**config.mk**
```make
export PLATFORM = sky130hd
export DESIGN_NAME = tone_sequencer
export DESIGN_NICKNAME = d
export VERILOG_FILES = /design/src/rtl/tone_sequencer.sv
export SDC_FILE = /design/constraint.sdc
export NUM_CORES = 1
export LEC_CHECK = 0
export BUFFER_PORTS_ARGS = -buffer_cell sky130_fd_sc_hd__buf_2
export CORE_MARGIN = 8
export CORE_UTILIZATION = 54
export DETAILED_ROUTE_END_ITERATION = 8
export PLACE_DENSITY = 0.85
export SLEW_MARGIN = 15
export SYNTH_ARGS = -nofsm -noshare
export SYNTH_HDL_FRONTEND = slang
export SYNTH_SLANG_ARGS = --single-unit
```
**constraint.sdc**
```tcl
create_clock -name clk -period 2.5 [get_ports clk]
set_input_delay 0.5 -clock clk [delete_from_list [all_inputs] [get_ports clk]]
set_output_delay 0.5 -clock clk [all_outputs]
set_load 0.01 [all_outputs]
```
**src/rtl/tone_sequencer.sv**
```systemverilog
// tone_sequencer: plays a short song stored as per-step half-period values.
//
// Each step lasts STEP_CYC clock cycles. The last GAP_CYC cycles of every
// step are muted so that repeated notes stay distinct.
//
// Parameters:
//   N_STEPS  - number of song-memory entries
//   DIV_W    - width of a stored half-period, in clk cycles (0 = rest)
//   STEP_CYC - clk cycles per song step
//   GAP_CYC  - muted cycles at the end of each step
//   STEP_W   - derived step index width; leave at its default
//
// Ports:
//   clk, rst_n     - clock (rising edge) and asynchronous active-low reset
//   start          - begin playback from step 0 (only acted on when idle)
//   stop           - abort playback; overrides every other control
//   pause          - level-sensitive hold while playing
//   loop_en        - wrap from the last step back to step 0
//   last_idx       - final step index, latched on start
//   wr_en/addr/data- song-memory write port (only honoured when idle)
//   tone           - square-wave audio output
//   step           - index of the step currently playing
//   busy           - high while playing or paused
//   done           - one-cycle pulse when the song ends naturally
module tone_sequencer #(
    parameter int unsigned N_STEPS  = 8,
    parameter int unsigned DIV_W    = 8,
    parameter int unsigned STEP_CYC = 16,
    parameter int unsigned GAP_CYC  = 2,
    parameter int unsigned STEP_W   = (N_STEPS > 1) ? $clog2(N_STEPS) : 1
) (
    input  logic              clk,
    input  logic              rst_n,
    input  logic              start,
    input  logic              stop,
    input  logic              pause,
    input  logic              loop_en,
    input  logic [STEP_W-1:0] last_idx,
    input  logic              wr_en,
    input  logic [STEP_W-1:0] wr_addr,
    input  logic [DIV_W-1:0]  wr_data,
    output logic              tone,
    output logic [STEP_W-1:0] step,
    output logic              busy,
    output logic              done
);

    localparam int unsigned TICK_W   = (STEP_CYC > 1) ? $clog2(STEP_CYC) : 1;
    localparam int unsigned TONE_END = STEP_CYC - GAP_CYC;

    typedef enum logic [1:0] {
        StIdle,
        StPlay,
        StPause
    } state_e;

    state_e              state_q, state_d;
    logic [STEP_W-1:0]   step_q, step_d;
    logic [STEP_W-1:0]   last_q, last_d;
    logic [TICK_W-1:0]   tick_q, tick_d;
    logic [DIV_W-1:0]    phase_q, phase_d;
    logic                raw_q, raw_d;
    logic                done_q, done_d;

    // Song storage: deliberately not reset so a program survives rst_n.
    logic [DIV_W-1:0]    mem_q [N_STEPS];

    logic [DIV_W-1:0]    hp;
    logic                step_end;
    logic [STEP_W-1:0]   last_clamped;

    assign hp           = mem_q[step_q];
    assign step_end     = (tick_q == TICK_W'(STEP_CYC - 1));
    assign last_clamped = (32'(last_idx) >= N_STEPS) ? STEP_W'(N_STEPS - 1) : last_idx;

    always_ff @(posedge clk) begin
        if (wr_en && (state_q == StIdle) && (32'(wr_addr) < N_STEPS)) begin
            mem_q[wr_addr] <= wr_data;
        end
    end

    always_comb begin
        state_d = state_q;
        step_d  = step_q;
        last_d  = last_q;
        tick_d  = tick_q;
        phase_d = phase_q;
        raw_d   = raw_q;
        done_d  = 1'b0;

        unique case (state_q)
            StIdle: begin
                if (start) begin
                    state_d = StPlay;
                    step_d  = '0;
                    tick_d  = '0;
                    phase_d = '0;
                    raw_d   = 1'b0;
                    last_d  = last_clamped;
                end
            end

            StPlay: begin
                // Square-wave divider for the current step's half-period.
                if (hp == '0) begin
                    phase_d = '0;
                    raw_d   = 1'b0;
                end else if (phase_q == hp - DIV_W'(1)) begin
                    phase_d = '0;
                    raw_d   = ~raw_q;
                end else begin
                    phase_d = phase_q + DIV_W'(1);
                end

                if (step_end) begin
                    // Every new step starts its waveform from a clean phase.
                    tick_d  = '0;
                    phase_d = '0;
                    raw_d   = 1'b0;
                    if (step_q == last_q) begin
                        step_d = '0;
                        if (!loop_en) begin
                            state_d = StIdle;
                            done_d  = 1'b1;
                        end
                    end else begin
                        step_d = step_q + STEP_W'(1);
                    end
                end else begin
                    tick_d = tick_q + TICK_W'(1);
                end

                // The natural end of the song wins over entering pause.
                if ((state_d == StPlay) && pause) begin
                    state_d = StPause;
                end
            end

            StPause: begin
                if (!pause) begin
                    state_d = StPlay;
                end
            end

            default: begin
                state_d = StIdle;
            end
        endcase

        if (stop) begin
            state_d = StIdle;
            step_d  = '0;
            tick_d  = '0;
            phase_d = '0;
            raw_d   = 1'b0;
            done_d  = 1'b0;
        end
    end

    always_ff @(posedge clk or negedge rst_n) begin
        if (!rst_n) begin
            state_q <= StIdle;
            step_q  <= '0;
            last_q  <= '0;
            tick_q  <= '0;
            phase_q <= '0;
            raw_q   <= 1'b0;
            done_q  <= 1'b0;
        end else begin
            state_q <= state_d;
            step_q  <= step_d;
            last_q  <= last_d;
            tick_q  <= tick_d;
            phase_q <= phase_d;
            raw_q   <= raw_d;
            done_q  <= done_d;
        end
    end

    // Outputs derive only from registered state, so reset clears them at once.
    assign tone = raw_q && (state_q == StPlay) && (32'(tick_q) < TONE_END);
    assign step = step_q;
    assign busy = (state_q != StIdle);
    assign done = done_q;

endmodule

```
# Yosys cells after proc, flatten, opt, wreduce, memory -nomap -nowiden
# Memory sizes are Yosys's and may differ from the RTL's.
# Index checks and enable logic that the tools add are counted.
[word_totals]
output_inout_bits = 6
elab_cells = 74
ramBits = 64
register_bits = 22
n_memories = 1
[op_classes]
eq_ne = 10
n_mux = 37
reduce_logical = 13
magnitude_cmp = 1
bitwise = 1
n_addsub = 4
[memory_table]
columns = ["name", "depth", "width", "read_ports", "rd_clocked_by_memory_dff", "write_ports", "line_no", "rtl"]
rows = [
  ["mem_q", 8, 8, 1, 0, 1, "66", "logic [DIV_W-1:0] mem_q [N_STEPS];"],
]
[ops]
columns = ["op", "n"]
rows = [
  ["$mux W8", 5],
  ["$mux W2", 8],
  ["$pmux W8 S2", 1],
  ["$mux W1", 12],
  ["$mux W3", 4],
  ["$mux W4", 3],
  ["$ne A3 B3 Y1 const B", 3],
  ["$add A8 B1 Y8 const B", 1],
  ["$eq A8 B8 Y1", 1],
  ["$logic_not A8 Y1", 1],
  ["$pmux W4 S2", 1],
  ["$sub A8 B1 Y8 const B", 1],
  ["$pmux W2 S3", 1],
  ["$pmux W3 S2", 1],
  ["$reduce_and A2 Y1", 3],
  ["$reduce_and A3 Y1", 2],
  ["$ne A5 B5 Y1 const B", 1],
  ["$add A4 B1 Y4 const B", 1],
  ["$eq A2 B1 Y1 const B", 2],
  ["$eq A4 B4 Y1 const B", 1],
  ["$logic_and A1 B1 Y1", 4],
  ["$lt A4 B4 Y1 const B", 1],
  ["$add A3 B1 Y3 const B", 1],
  ["$eq A3 B3 Y1", 1],
  ["other kinds (6)", 6],
]

# Logic depth before layout (Yosys ltp)
[logic_depth]
word_depth = 9
ltp_mapped = 12

# Worst setup path after synthesis
# OpenSTA, ideal clock, no wires.
[synth_path]
path_type = "register -> register"
from = "register step_q[0], in the netlist step[0]"
to = "register raw_q"
path_buffers = 2
stages_incl_launch_ff = 13
t_arrival_ns = 2.785
slack_ns = -0.363
required_ns = 2.422
setup_time_ns = 0.078
path_cell_list = "dfrtp_1 -> buf_6 -> buf_12 -> mux4_1 -> mux2i_1 -> ha_1 -> xnor2_1 -> xnor2_1 -> nand3_1 -> nor3b_2 -> o311ai_4 -> nor4_1 -> o21bai_1"
[synth_via]
elab_chain_cells = 6
word_cells_on_any_way = 10
cone_classes = "add/sub: 1; eq/ne: 2; mux: 4; reduce/logical: 2; memory: 1"
[synth_rtl]
columns = ["element", "line_no", "rtl"]
rows = [
  ["start: declaration", "58", "logic [STEP_W-1:0] step_q, step_d;"],
  ["start signal: assignment", "171", "step_q <= step_d;"],
  ["$mem_v2 Z8 W8 *", "--", ""],
  ["parallel branches: the longest is 5 deep, another holds $sub A8 B1 Y8", "--", ""],
  ["end signal: assignment", "175", "raw_q <= raw_d;"],
  ["end: declaration", "62", "logic raw_q, raw_d;"],
]
# Mark *: on every way between the ends.
# A chain may end at the register's enable or synchronous reset.

# Worst setup path in the final report
[layout_path]
from = "register step_q[0], in the netlist step[0]"
to = "register phase_q[7]"
[layout_via]
elab_chain_cells = 8
word_cells_on_any_way = 9
cone_classes = "add/sub: 1; eq/ne: 1; mux: 5; reduce/logical: 1; memory: 1"
[layout_rtl]
columns = ["element", "line_no", "rtl"]
rows = [
  ["$mem_v2 Z8 W8 *", "--", ""],
  ["$sub A8 B1 Y8", "108", "end else if (phase_q == hp - DIV_W'(1)) begin"],
  ["$eq A8 B8 Y1", "108", ""],
  ["$mux W8", "108", ""],
  ["$mux W8 *", "105", "if (hp == '0) begin"],
  ["$mux W8 *", "115", "if (step_end) begin"],
  ["$pmux W8 S2 *", "91", "unique case (state_q)"],
  ["$mux W8 *", "150", "if (stop) begin"],
  ["end signal: assignment", "174", "phase_q <= phase_d;"],
  ["end: declaration", "61", "logic [DIV_W-1:0] phase_q, phase_d;"],
]
# Mark *: on every way between the ends. The rest lies on a longest branch, timed or not.

==> results.md <==
Status:
- The flow ran to the end, but the final reports show violations.
- The final reports fail on negative setup slack.

Clock network:
- The H-tree depth is 3.
- TritonCTS created 9 clock buffers.
- The root buffer cell chosen for the clock tree is sky130_fd_sc_hd__clkbuf_8.
- The total of hold buffers inserted after clock tree synthesis is 0.
- The clock insertion delay at the later pin of the skew report is 0.36 ns.
- No sink is reached through more buffers than the 2 on the longest clock path.
- The tree built by TritonCTS fans out to 86 sinks.
- After clock tree synthesis, the clock-pin slew on the worst setup and hold paths is 0.10 ns.
- TritonCTS built the clock tree.

Synth:
- Of all flip-flops after synthesis, the portion carrying an async set or reset was 0.256.
- The most instantiated flip-flop cell in the synthesis netlist is sky130_fd_sc_hd__edfxtp_1.
- The average footprint of a synthesized cell is 14.7 µm².
- After technology mapping, the gate count stands at 277.
- In this run, synthesis produced a sequential element count of 86.
- In this run, synthesis inferred 64 flip-flops with an integrated enable.
- For this run, the register share of the synthesized area comes to 0.606.
- The post-synthesis instance area is 0.00408 mm².
- For this run, the number of Yosys warnings is 0.
- The net count of the mapped netlist is 303.
- In this run, distinct cell masters in the synthesized netlist total 55.

Floorplanning:
- The count of boundary I/O pins is 27.
- The die extent in y is 103 µm.
- For this configuration, the core starts out at a cell density of 0.560.
- The floorplan step defined a core boundary enclosing 0.00729 mm².
- The number of rows created at floorplan is 31.
- The die is 103 µm wide.
- The die covers 0.0106 mm².

Critical path:
- STA classifies the critical path endpoint as a register.
- The maximum fanout count along the critical path is 7.
- The worst register-to-register path begins at step[0]$_DFFE_PN0P_.
- The number of cells on the worst reg-to-reg path is 11.
- The endpoint of the lowest-slack register-to-register path is phase_q[7]$_DFFE_PN0P_.
- STA puts the critical path data required time at 2.74 ns.
- The peak per-stage delay on the critical path is 0.51 ns.
- For this design, the slowest cell found on the critical path is sky130_fd_sc_hd__mux4_2.
- The kind of critical path is register to register.
- The worst setup path is launched from a register.
- Traced cell by cell, the critical path runs through buf_6 > mux4_2 > mux2i_2 > ha_2 > xnor2_2 > xnor2_1 > nand3_1 > nor3b_2 > o311ai_4 > a21oi_4 > nor2_1.
- For the worst setup path, the data arrival time is 2.95 ns.
- The worst setup slack for register-to-register paths is -0.21 ns.

Layout:
- The filler cells instantiated in the layout total 528.
- The post-route cell area is 0.00483 mm².
- The library cells used most frequently in the layout, excluding fill and tap cells, are sky130_fd_sc_hd__edfxtp_1 (64), sky130_fd_sc_hd__buf_4 (36), sky130_fd_sc_hd__nor2_1 (27).
- For this run, the number of standard cells in the final layout without fillers is 451.
- 0 antenna diodes ended up in the layout.
- The library cell used most frequently in the layout, excluding fill and tap cells, is sky130_fd_sc_hd__edfxtp_1.
- Of the cells placed in the final design, the portion with a size suffix greater than 1 is 0.349.
- The area growth from synthesis to final layout is 18.3%.
- The number of nets at the end of the flow is 373.

Placement:
- The post-detailed-placement cell area is 0.00457 mm².
- The placed wire-length estimate is 6070 µm.
- The placed cell count is 432.
- Input and output buffers added on the ports amount to 26.
- At the end of routability-driven placement, the weighted congestion stood at 0.858.
- At the placement stage, the worst setup path has a slack of -0.212 ns.

Power:
- For this design the static power due to leakage is 1.76 nW.
- The total chip power is 0.00291 W.
- The power density normalized to cell area is 603 mW/mm².
- IR analysis of the VDD net gives a maximum drop of 0.612 mV.

Timing:
- The highest achievable clock rate is 0.369 GHz.
- Clock skew on the completed layout was measured at 0.0149 ns.
- Setup violations remaining at the end of the flow were counted as 9.
- Setup total negative slack on the finished layout was measured at -1.70 ns.
- For the pin with the worst max-slew slack, the measured transition is 0.487 ns.
- The post-layout worst setup margin is -0.211 ns.
- Setup repair after global routing could not meet its margin everywhere.
- Measured against its own limit, the worst slew margin works out to 0.676.
- Counting I/O delays and the setup requirement, the final critical path takes 2.71 ns.
- The count of final max-slew check failures was 0.
- The hold violation count in the final report came to 0.
- The final cycle utilization of the critical path is 1.08.

Global routing:
- For this run, the total global-route usage over all layers was measured as 0.173.
- The wire length of the first global-routing pass is 13,700 µm.
- The maximum number of pins on one net before global-route repair is 23.
- For this run the aggregate overflow at the end of global routing stands at 0.
- The via count of the first global-routing pass is 2,743.
- The number of antenna violations at the first check in global routing is 0.

Detailed routing:
- In this run the remaining antenna-violating nets after routing total 0.
- Using the TritonRoute via totals, the vias-per-cell ratio works out to 5.73.
- The detailed router finished its first iteration with 164 violations.
- The number of iterations in the first detailed-routing pass is 4.
- After detailed routing, the average wire length per cell comes to 18.6 µm.
- The routed layout has 2,585 vias.
- The DRC violation count after routing is 0.
- The total wire length after detailed routing is 8400 µm.

Worst hold path:
- The type of the most critical hold path is input pin to async pin.

Job:
- Across the run, the number of max-cap violations was 0.
-- critical path, delay by kind of cell (launching register included) --
family / cells / cell delay (ns)
muxes: 2 / 0.70
and+or+nand+nor: 3 / 0.44
DFF: 1 / 0.41
AOI/OAI and AO/OA: 2 / 0.40
adders and majority gates: 1 / 0.25
xor gates and xnor gates: 2 / 0.25
buffers and inverters: 1 / 0.16
-- where the power goes --
part	internal [W]	switching [W]	total (W)
logic	0.000146	0.000164	0.000309
clock network	0.000478	0.000532	0.00101
registers	0.00157	0.0000222	0.00159
-- area by class of cell --
type | instances | area, µm² | area share
clock inverter | 7 | 81.3 | 0.0168
inverter | 5 | 18.8 | 0.00389
tap | 99 | 124 | 0.0256
clock buffer | 9 | 124 | 0.0256
timing repair buffer | 65 | 443 | 0.0917
multi-input combinational | 180 | 1570 | 0.324
sequential | 86 | 2470 | 0.512
-- per-layer routing --
| metal | vias to the layer above | wire length [µm] | global-route usage |
|---|---|---|---|
| met5 | - | 0 | 0 |
| met4 | 0 | 255 | 0.0768 |
| met3 | 26 | 498 | 0.0432 |
| met2 | 84 | 4250 | 0.298 |
| met1 | 1261 | 3390 | 0.201 |
| li1 | 1214 | - | - |
-- repair_timing --
action,in CTS,in global routing
gates resized for setup,15,1
pin swaps,13,4
buffers inserted,2,1
setup endpoints to repair,9,9
-- logic make-up (layout without fill, tap and decap cells) --
| logic type | Yosys count | after routing | synth area share |
|---|---|---|---|
| flops | 86 | 86 | 0.606 |
| simple gates | 89 | 89 | 0.107 |
| buf+inv | 11 | 86 | 0.0205 |
| xor+xnor | 18 | 18 | 0.0386 |
| compound gates | 36 | 36 | 0.0745 |
| mux | 32 | 32 | 0.138 |
| fa+ha+maj | 5 | 5 | 0.0153 |
-- state kept, by name (all words and copies together), names as in the netlist --
name	cells
done	1
last_q	3
mem_q	64
phase_q	8
raw_q	1
state_q	2
step	3
tick_q	4
-- through the flow --
stage / utilization / hold WS (ns)
detailed placement: 0.627 / 0.499
global placement: 0.627 / 0.487
CTS: 0.660 / 0.0966
floorplan: - / 0.204
global route: 0.662 / 0.130
finish: 0.662 / 0.0887
-- cells in the mapped netlist (7+ instances only) --
cell type,instances,area [µm²]
sky130_fd_sc_hd__dfrtp_1,22,551
sky130_fd_sc_hd__edfxtp_1,64,1920
sky130_fd_sc_hd__mux2i_1,9,90.1
sky130_fd_sc_hd__mux4_1,8,210
sky130_fd_sc_hd__mux4_2,7,158
sky130_fd_sc_hd__nand2_1,18,67.6
sky130_fd_sc_hd__nand3_1,9,45.0
sky130_fd_sc_hd__nand4_1,7,43.8
sky130_fd_sc_hd__nor2_1,27,101
sky130_fd_sc_hd__nor3_1,8,40.0
sky130_fd_sc_hd__o21ai_0,7,35.0
sky130_fd_sc_hd__xnor2_1,8,70.1
sky130_fd_sc_hd__xor2_1,10,87.6
-- how the worst max path moves through the flow --
| stage | from | end | slack (ns) | depth (start not counted) |
|---|---|---|---|---|
| final | step[0]$_DFFE_PN0P_ | phase_q[7]$_DFFE_PN0P_ | -0.21 | 11 |
| after global routing | step[0]$_DFFE_PN0P_ | phase_q[7]$_DFFE_PN0P_ | -0.36 | 11 |
| after floorplan | step[0]$_DFFE_PN0P_ | raw_q$_DFFE_PN0P_ | -0.25 | 12 |
| after detailed placement | step[0]$_DFFE_PN0P_ | raw_q$_DFFE_PN0P_ | -0.21 | 10 |
| after CTS | step[0]$_DFFE_PN0P_ | raw_q$_DFFE_PN0P_ | -0.21 | 11 |
| after global placement | step[0]$_DFFE_PN0P_ | raw_q$_DFFE_PN0P_ | -0.16 | 11 |
(Power assumes the default switching activity.)
